## config.mk

```make
export PLATFORM = sky130hd
export DESIGN_NAME = car_step_sequencer_flat
export DESIGN_NICKNAME = d
export VERILOG_FILES = /design/src/rtl/car_step_sequencer_if.sv /design/src/rtl/car_step_sequencer.sv /design/src/flat_wrapper.sv
export SDC_FILE = /design/constraint.sdc
export NUM_CORES = 1
export LEC_CHECK = 0
export CAP_MARGIN = 20
export CORE_ASPECT_RATIO = 1.5
export CORE_MARGIN = 5
export CORE_UTILIZATION = 55
export DETAILED_ROUTE_END_ITERATION = 10
export DONT_BUFFER_PORTS = 1
export GPL_TIMING_DRIVEN = 0
export PLACE_DENSITY_LB_ADDON = 0.2
export SYNTH_ARGS = -nofsm -noshare
export SYNTH_HDL_FRONTEND = slang
export SYNTH_SLANG_ARGS = --single-unit
export TNS_END_PERCENT = 20
```

## constraint.sdc

```tcl
create_clock -name clk -period 3.7 [get_ports clk]
set_input_delay 0.74 -clock clk [delete_from_list [all_inputs] [get_ports clk]]
set_output_delay 0.74 -clock clk [all_outputs]
set_load 0.01 [all_outputs]
```

## src/rtl/car_step_sequencer_if.sv

```systemverilog
// Evaluator handshake and car-state bundle for car_step_sequencer.
// The score field and its modport entries exist only when CAR_SCORE_EN is defined.
interface car_step_sequencer_if;
    logic        enable;
    logic [1:0]  move_result;
    logic        step;
    logic [5:0]  position;
    logic [1:0]  lives;
    logic        hit;
    logic        row_advance;
    logic        game_over;
`ifdef CAR_SCORE_EN
    logic [15:0] score;

    modport master (
        input  enable, move_result,
        output step, position, lives, hit, row_advance, game_over, score
    );
    modport slave (
        output enable, move_result,
        input  step, position, lives, hit, row_advance, game_over, score
    );
`else
    modport master (
        input  enable, move_result,
        output step, position, lives, hit, row_advance, game_over
    );
    modport slave (
        output enable, move_result,
        input  step, position, lives, hit, row_advance, game_over
    );
`endif
endinterface

```

## src/rtl/car_step_sequencer.sv

```systemverilog
// Game-step pacer and sole owner of the car's lane and lives for Car Dash V2.
// Define CAR_SCORE_EN to add the saturating 16-bit steps-survived score.
module car_step_sequencer #(
    parameter int STEP_DIV    = 50_000_000,
    parameter int RESULT_LAT  = 2,
    parameter int START_POS   = 2,
    parameter int START_LIVES = 3
) (
    input  logic                 clk,
    input  logic                 reset,
    car_step_sequencer_if.master bus
);

    localparam int CW = $clog2(STEP_DIV);
    localparam int LW = $clog2(RESULT_LAT + 2);

    // The strobe is registered, so the decision is taken one enabled cycle
    // early; the strobe cycle itself is the first WAIT cycle.
    localparam logic [CW-1:0] STEP_LAST = CW'(STEP_DIV - 2);
    localparam logic [LW-1:0] LAT_LAST  = LW'(RESULT_LAT);

    typedef enum logic [2:0] {
        S_IDLE,
        S_COUNT,
        S_WAIT,
        S_APPLY,
        S_OVER
    } state_t;

    state_t        state;
    logic [CW-1:0] count;
    logic [LW-1:0] lat;
    logic [1:0]    result_q;
    logic          step_q;
    logic          hit_q;
    logic          adv_q;
    logic          over_q;
    logic [5:0]    pos_q;
    logic [1:0]    lives_q;
`ifdef CAR_SCORE_EN
    logic [15:0]   score_q;
`endif

    always_ff @(posedge clk) begin
        if (reset) begin
            state    <= S_IDLE;
            count    <= '0;
            lat      <= '0;
            result_q <= '0;
            step_q   <= 1'b0;
            hit_q    <= 1'b0;
            adv_q    <= 1'b0;
            over_q   <= 1'b0;
            pos_q    <= 6'(START_POS);
            lives_q  <= 2'(START_LIVES);
`ifdef CAR_SCORE_EN
            score_q  <= '0;
`endif
        end else begin
            step_q <= 1'b0;
            hit_q  <= 1'b0;
            adv_q  <= 1'b0;
            case (state)
                S_IDLE: begin
                    if (bus.enable) begin
                        state <= S_COUNT;
                    end
                end
                S_COUNT: begin
                    if (bus.enable) begin
                        if (count == STEP_LAST) begin
                            count  <= '0;
                            lat    <= '0;
                            step_q <= 1'b1;
                            state  <= S_WAIT;
                        end else begin
                            count <= count + CW'(1);
                        end
                    end
                end
                // Runs regardless of enable so an issued step always lands.
                S_WAIT: begin
                    if (lat == LAT_LAST) begin
                        result_q <= bus.move_result;
                        state    <= S_APPLY;
                    end else begin
                        lat <= lat + LW'(1);
                    end
                end
                S_APPLY: begin
                    adv_q <= 1'b1;
                    state <= S_COUNT;
                    case (result_q)
                        2'b10: begin
                            if (pos_q < 6'd5) begin
                                pos_q <= pos_q + 6'd1;
                            end
                        end
                        2'b01: begin
                            if (pos_q != 6'd0) begin
                                pos_q <= pos_q - 6'd1;
                            end
                        end
                        2'b11: begin
                            hit_q   <= 1'b1;
                            lives_q <= lives_q - 2'd1;
                            if (lives_q == 2'd1) begin
                                over_q <= 1'b1;
                                state  <= S_OVER;
                            end
                        end
                        default: begin
                        end
                    endcase
`ifdef CAR_SCORE_EN
                    if (!((result_q == 2'b11) && (lives_q == 2'd1)) &&
                        (score_q != 16'hFFFF)) begin
                        score_q <= score_q + 16'd1;
                    end
`endif
                end
                S_OVER: begin
                end
                default: begin
                    state <= S_IDLE;
                end
            endcase
        end
    end

    assign bus.step        = step_q;
    assign bus.position    = pos_q;
    assign bus.lives       = lives_q;
    assign bus.hit         = hit_q;
    assign bus.row_advance = adv_q;
    assign bus.game_over   = over_q;
`ifdef CAR_SCORE_EN
    assign bus.score       = score_q;
`endif

endmodule
```

## src/flat_wrapper.sv

```systemverilog
// flat-port wrapper written by rule: the top's interface ports become plain ports
module car_step_sequencer_flat 
#(
    parameter int STEP_DIV    = 50_000_000,
    parameter int RESULT_LAT  = 2,
    parameter int START_POS   = 2,
    parameter int START_LIVES = 3
)
  (clk, reset, bus_enable, bus_move_result, bus_step, bus_position, bus_lives, bus_hit, bus_row_advance, bus_game_over);
  car_step_sequencer_if bus_i ();
  input  logic clk;
  input  logic reset;
  input wire logic [$bits(bus_i.enable)-1:0] bus_enable;
  input wire logic [$bits(bus_i.move_result)-1:0] bus_move_result;
  output wire logic [$bits(bus_i.step)-1:0] bus_step;
  output wire logic [$bits(bus_i.position)-1:0] bus_position;
  output wire logic [$bits(bus_i.lives)-1:0] bus_lives;
  output wire logic [$bits(bus_i.hit)-1:0] bus_hit;
  output wire logic [$bits(bus_i.row_advance)-1:0] bus_row_advance;
  output wire logic [$bits(bus_i.game_over)-1:0] bus_game_over;
  assign bus_i.enable = bus_enable;
  assign bus_i.move_result = bus_move_result;
  assign bus_step = bus_i.step;
  assign bus_position = bus_i.position;
  assign bus_lives = bus_i.lives;
  assign bus_hit = bus_i.hit;
  assign bus_row_advance = bus_i.row_advance;
  assign bus_game_over = bus_i.game_over;
  car_step_sequencer #(.STEP_DIV(STEP_DIV), .RESULT_LAT(RESULT_LAT), .START_POS(START_POS), .START_LIVES(START_LIVES)) u_core (.clk(clk), .reset(reset), .bus(bus_i));
endmodule
```

Yosys cells after proc, flatten, opt, wreduce, memory -nomap -nowiden
Index checks and enable logic that the tools add are counted.
{ "totals": {"mem_bits_ro": 0, "output_inout_bits": 12, "memories": 0, "wordCells": 68, "ff_bits": 45, "latchBits": 0, "in_bits": 5, "mem_bits_rw": 0} }
{ "classes": {"n_mul": 0, "eq_ne": 17, "add_sub_neg": 5, "n_lt_le_gt_ge": 1, "mux": 18, "n_shift": 0, "reduce_logical": 13, "n_div": 0, "n_bitwise": 4} }
{ "ops": {"columns": ["op", "count"], "rows": [
  ["adder 26 x 1 -> 26 bit (second input constant)", 1],
  ["== test 26 bit (second input constant)", 1],
  ["2-to-1 mux 26 bit", 1],
  ["2-to-1 mux 3 bit", 6],
  ["one-hot mux 3 bit (5 select lines)", 1],
  ["2-to-1 mux 6 bit", 2],
  ["one-hot mux 6 bit (2 select lines)", 1],
  ["inequality test 2 x 1 -> 1 bit (second input constant)", 4],
  ["AND reduction 4 bit", 2],
  ["adder 6 x 1 -> 6 bit (second input constant)", 1],
  ["== test 2 bit (second input constant)", 3],
  ["== test 3 x 2 -> 1 bit (second input constant)", 2],
  ["< comparator 6 x 3 -> 1 bit (second input constant)", 1],
  ["2-to-1 mux 2 bit", 3],
  ["inequality test 2 bit (second input constant)", 3],
  ["AND reduction 2 bit", 3],
  ["nonzero test 6 bit", 1],
  ["subtractor 6 x 1 -> 6 bit (second input constant)", 1],
  ["AND reduction 5 bit", 1],
  ["== test 2 x 1 -> 1 bit (second input constant)", 2],
  ["inverter 1 bit", 4],
  ["one-hot mux 2 bit (2 select lines)", 1],
  ["nonzero test 2 bit", 2],
  ["== test 3 x 1 -> 1 bit (second input constant)", 1],
  ["other kinds (8)", 10]
]} }

Depth between registers and ports, before layout
{ "logic_depth": {"ltp_word": 4, "depth_mapped": 9, "mapped_depth_nobuf": 8} }

Least setup slack after synthesis
No wires, ideal clock.
{ "synth_path": {"path_type": "reg2reg", "start": "register u_core.result_q[1]", "end": "register u_core.pos_q[4] (netlist: u_core.bus.position[4])", "t_arrival_ns": 1.850, "path_stages_with_launch": 10, "path_buffers": 1, "period_less_slack_ns": 1.971, "setup_time_ns": 0.121, "path_slack_ns": 1.729, "t_required_ns": 3.579, "path_cell_list": "dfxtp_1 -> inv_1 -> ha_1 -> clkbuf_1 -> xor2_1 -> ha_1 -> and4b_1 -> a221oi_1 -> a21oi_1 -> mux2_2"} }
{ "synth_between": {"elab_chain_len": 3, "elab_cells_between_ends": 7, "cone_classes": "eq/ne (4); mux (1); reduce/logical (2)"} }
{ "synth_rtl": {"columns": ["item", "line_no", "text"], "rows": [
  ["from (decl)", "car_step_sequencer.sv:33", "logic [1:0] result_q;"],
  ["from (signal assigned)", "car_step_sequencer.sv:84", "result_q <= bus.move_result;"],
  ["== test 2 x 1 -> 1 bit / == test 2 bit (equally long branches)", "car_step_sequencer.sv:93", "case (result_q)"],
  ["inequality test 2 x 1 -> 1 bit (no line) / nonzero test 2 bit (equally long branches)", null, null],
  ["AND reduction 4 bit (no line)", null, null],
  ["to (signal assigned)", "car_step_sequencer.sv:54", "pos_q <= 6'(START_POS);"],
  ["to (signal assigned)", "car_step_sequencer.sv:96", "pos_q <= pos_q + 6'd1;"],
  ["to (signal assigned)", "car_step_sequencer.sv:101", "pos_q <= pos_q - 6'd1;"],
  ["to (decl)", "car_step_sequencer.sv:38", "logic [5:0] pos_q;"]
]} }
Parallel ways exist; a longest one is shown, timed or not.
A chain may end at the register's enable or synchronous reset.

Worst setup path in the final report
Same ends and word-level chain as after synthesis.

==> impl_metrics.py <==
metrics = {
    "synthesis": {
        "synth_fa_ha_area_share_pct": 4.639,
        "synth_edf_count": 0,
        "synth_cell_type_count": 58,
        "ys_top_cells_by_area": "dfxtp_1 (37%), xor2_1 (6.9%), nor2_1 (6.3%)",
        "synth_simple_gate_area_share_pct": 31.19,
        "synth.cell_area_um2": 2427,
        "synth_top_area_share_pct": 37.11,
        "synth_seq_cells": 45,
        "yosys_warnings": 0,
        "synth_compound_area_share_pct": 11.13,
        "synth_top_area_cell": "dfxtp_1",
        "async_reset_ff_share_pct": 0,
        "syn-num-nets": 289,
        "synth_cells": 275,
        "syn_avg_cell_area_um2": 8.827,
        "synth_top_family_by_area": "simple AND/OR/NAND/NOR gates",
        "ys_seq_area_share_pct": 37.11,
        "synth_top_flop_cell": "dfxtp_1",
        "synth-xor-area-share_pct": 9.381,
        "synth.area.mux_share_pct": 1.340,
    },
    "detailed_routing": {
        "drt_iter0_markers": 81,
        "drcViolationCount": 0,
        "wl_per_cell_um": 14.37,
        "vias_per_cell": 5.860,
        "drt_wl_total_um": 4728,
        "vias": 1928,
        "firstDrtPassIters": 4,
        "detail-route-antenna-nets": 0,
    },
    "worst_setup_path": {
        "slowest_stage": "clkbuf_1",
        "critical_path.max_fanout": 10,
        "start_kind": "register",
        "crit_arrival_ns": 2.40,
        "cpLargestDelayFamily": "buffers and inverters",
        "crit_type": "register to register",
        "path_cells": "inv_1 -> ha_1 -> clkbuf_1 -> xor2_1 -> ha_1 -> and4b_1 -> a221oi_1 -> a21oi_1 -> mux2_2",
        "crit_required_ns": 3.89,
        "slowest_delay_ns": 0.35,
        "crit_buf_inv": 2,
        "crit_path_frequent_cell": "ha_1",
        "cp-end-kind": "register",
    },
    "power": {
        "power.density_nw_per_um2": 319.3,
        "p_clk_share_pct": 36.4,
        "switching_power_mw": 0.1924,
        "vdd_drop_max_uv": 333.8,
        "comb_power_share_pct": 4.2,
        "p_leak_nw": 0.9063,
        "p_sw_share_pct": 23.43,
        "intPower_mw": 0.6287,
        "seq_power_share_pct": 59.4,
    },
    "placement": {
        "dp_hpwl_um": 3461,
        "io_buffer_count": 0,
        "post_dp_cell_area_um2": 2485,
        "gp_congestion": 0.7960,
    },
    "global_routing": {
        "grt_max_degree": 15,
        "grt-ovfl-total": 0,
        "grt_pass1_vias": 1946,
        "grt_antenna_before_repair": 0,
        "grt_pass1_wl_um": 8735,
        "grt_usage_pct": 17.80,
    },
    "finish": {
        "multiInputGateArea_um2": 1400,
        "fillerInstances": 385,
        "final_nets": 296,
        "antenna_cells": 0,
        "syn_to_final_growth_pct": 5.928,
        "final_area_um2": 2571,
        "seq_area_um2": 900.9,
        "layout-drive-gt1-share_pct": 11.31,
    },
    "sta": {
        "finalHoldViolations": 0,
        "drv_slew": 0,
        "fin_skew_ns": 0.003741,
        "tightest_slew_ns": 0.5949,
        "fmax_mhz": 451.9,
        "tns_ns": 0,
        "setup_violations": 0,
        "rsz0062_at_grt": "false",
        "slew_headroom_pct": 60.28,
        "finalCriticalPeriod_ns": 2.213,
        "min_period_over_period_pct": 59.81,
    },
    "clocking": {
        "cts_buffers": 5,
        "ctsHoldBuffers": 0,
        "cts_tree": "yes",
        "cts_setup_buffers": 0,
        "ctsLongestPathBuffers": 2,
        "cts.sinks": 45,
        "htree_levels": 2,
        "cts-root-buf": "clkbuf_8",
        "clk_pin_slew_ns": 0.09,
        "ctsResizeCount": 0,
        "clk_latency_ns": 0.30,
    },
    "min_path": {
        "min_path_type": "register to register",
    },
    "floorplan": {
        "die_w_um": 64.24,
        "io-pin-count": 17,
        "fp.dieH_um": 91.37,
        "core_area_um2": 4245,
        "num_rows": 29,
        "initial_core_util_pct": 57.18,
        "fp.dieArea_um2": 5869,
    },
    "run_status": {
        "status": "complete, no violations",
    },
    "job": {
        "cap_violations": 0,
    },
}
cell usage after synthesis (all sizes together), types with 4 or more instances:
library cell / number
o21ai: 4
clkbuf: 8
xnor2: 7
nor3: 9
nand3: 17
and3: 5
nand2: 14
nand4: 10
a31oi: 4
buf: 6
ha: 9
nor2b: 5
dfxtp: 45
xor2: 19
inv: 11
a21oi: 12
nor2: 45
or3: 4
metrics by stage:
stage / hold slack, ns / utilization [%] / power [mW] / setup WS (ns) / cells
detailed placement: 0.4863 / 58.53 / 0.5341 / 1.518 / 321
finish: 0.4991 / 60.57 / 0.8210 / 1.487 / 329
floorplan: 0.4567 / - / 0.5266 / 1.729 / 275
global route: 0.5318 / 60.57 / 0.8554 / 1.334 / 329
global placement: 0.4726 / 58.53 / 0.5337 / 1.539 / 321
CTS: 0.4994 / 60.57 / 0.8325 / 1.495 / 329
cells in the final DEF (no fill, tap or decap), drive strengths merged, types with 2 or more instances in the layout:
| cell | instances |
|---|---|
| dfxtp | 45 |
| nor2 | 45 |
| xor2 | 19 |
| nand3 | 17 |
| nand2 | 14 |
| clkbuf | 13 |
| a21oi | 12 |
| inv | 11 |
| nand4 | 10 |
| ha | 9 |
| nor3 | 9 |
| xnor2 | 7 |
| buf | 6 |
| and3 | 5 |
| nor2b | 5 |
| or3 | 4 |
| a31oi | 4 |
| o21ai | 4 |
| and4 | 3 |
| nand4b | 3 |
| o41ai | 3 |
| a22oi | 2 |
| nand2b | 2 |
| mux2 | 2 |
| clkinv | 2 |
| nand4bb | 2 |
| nor4 | 2 |
| nor4b | 2 |
| a211oi | 2 |
area by class of cell:
class / instances / area share [%]
inverters: 11 / 1.606
multi-input cells: 205 / 54.45
clock inverters: 3 / 0.6813
well taps: 46 / 2.238
plain buffers: 14 / 3.309
flip-flops and latches: 45 / 35.04
clock buffers: 5 / 2.676
path summary, 6_finish.rpt:
path                              startpoint                             endpoint  slack [ns]  cells after the start
min               u_core.lat[1]$_SDFFE_PP0P_           u_core.lat[1]$_SDFFE_PP0P_        0.50                      2
max reg2reg  u_core.result_q[1]$_SDFFE_PP0N_  u_core.bus.position[4]$_SDFFE_PP0P_        1.49                      9
max          u_core.result_q[1]$_SDFFE_PP0N_  u_core.bus.position[4]$_SDFFE_PP0P_        1.49                      9
min reg2reg       u_core.lat[1]$_SDFFE_PP0P_           u_core.lat[1]$_SDFFE_PP0P_        0.50                      2
logic make-up (layout without fill, tap and decap cells):
| kind of cell | count (synthesis) | after routing |
|---|---|---|
| and+or+nand+nor | 131 | 131 |
| buffers and inverters | 25 | 33 |
| DFF | 45 | 45 |
| AOI/OAI and AO/OA | 36 | 36 |
| adders and majority gates | 9 | 9 |
| xor gates and xnor gates | 26 | 26 |
| muxes | 3 | 3 |
power groups by stage:
stage / logic, mW / registers, mW / clock network, mW
after global routing: 0.0387 / 0.489 / 0.328
after detailed placement: 0.0348 / 0.499 / 0
final: 0.0343 / 0.488 / 0.299
after floorplan: 0.0277 / 0.499 / 0
after CTS: 0.0351 / 0.488 / 0.309
after global placement: 0.0345 / 0.499 / 0
registers in the layout (all words and copies together) (netlist names):
signal and count:
u_core.count 26, u_core.bus.position 6, u_core.state 3, u_core.bus.lives 2, u_core.lat 2, u_core.result_q 2
u_core.bus.game_over 1, u_core.bus.hit 1, u_core.bus.row_advance 1, u_core.bus.step 1
worst register-to-register path, delay by kind of cell (launching register included):
family / cells / cell delay (ns)
AO/OA/AOI/OAI: 2 / 0.26
XOR/XNOR: 1 / 0.19
adder cells (fa/ha/maj): 2 / 0.34
buffers and inverters: 2 / 0.45
flip-flops: 1 / 0.33
multiplexers: 1 / 0.35
AND/OR/NAND/NOR: 1 / 0.19
metal layers:
layer / track usage [%] / share of wire (%)
met1: 19.71 / 41
met2: 31.48 / 53
met3: 4.444 / 3.0
met4: 7.301 / 2.8
met5: 0 / 0
Power figures use the tool's default switching activity.
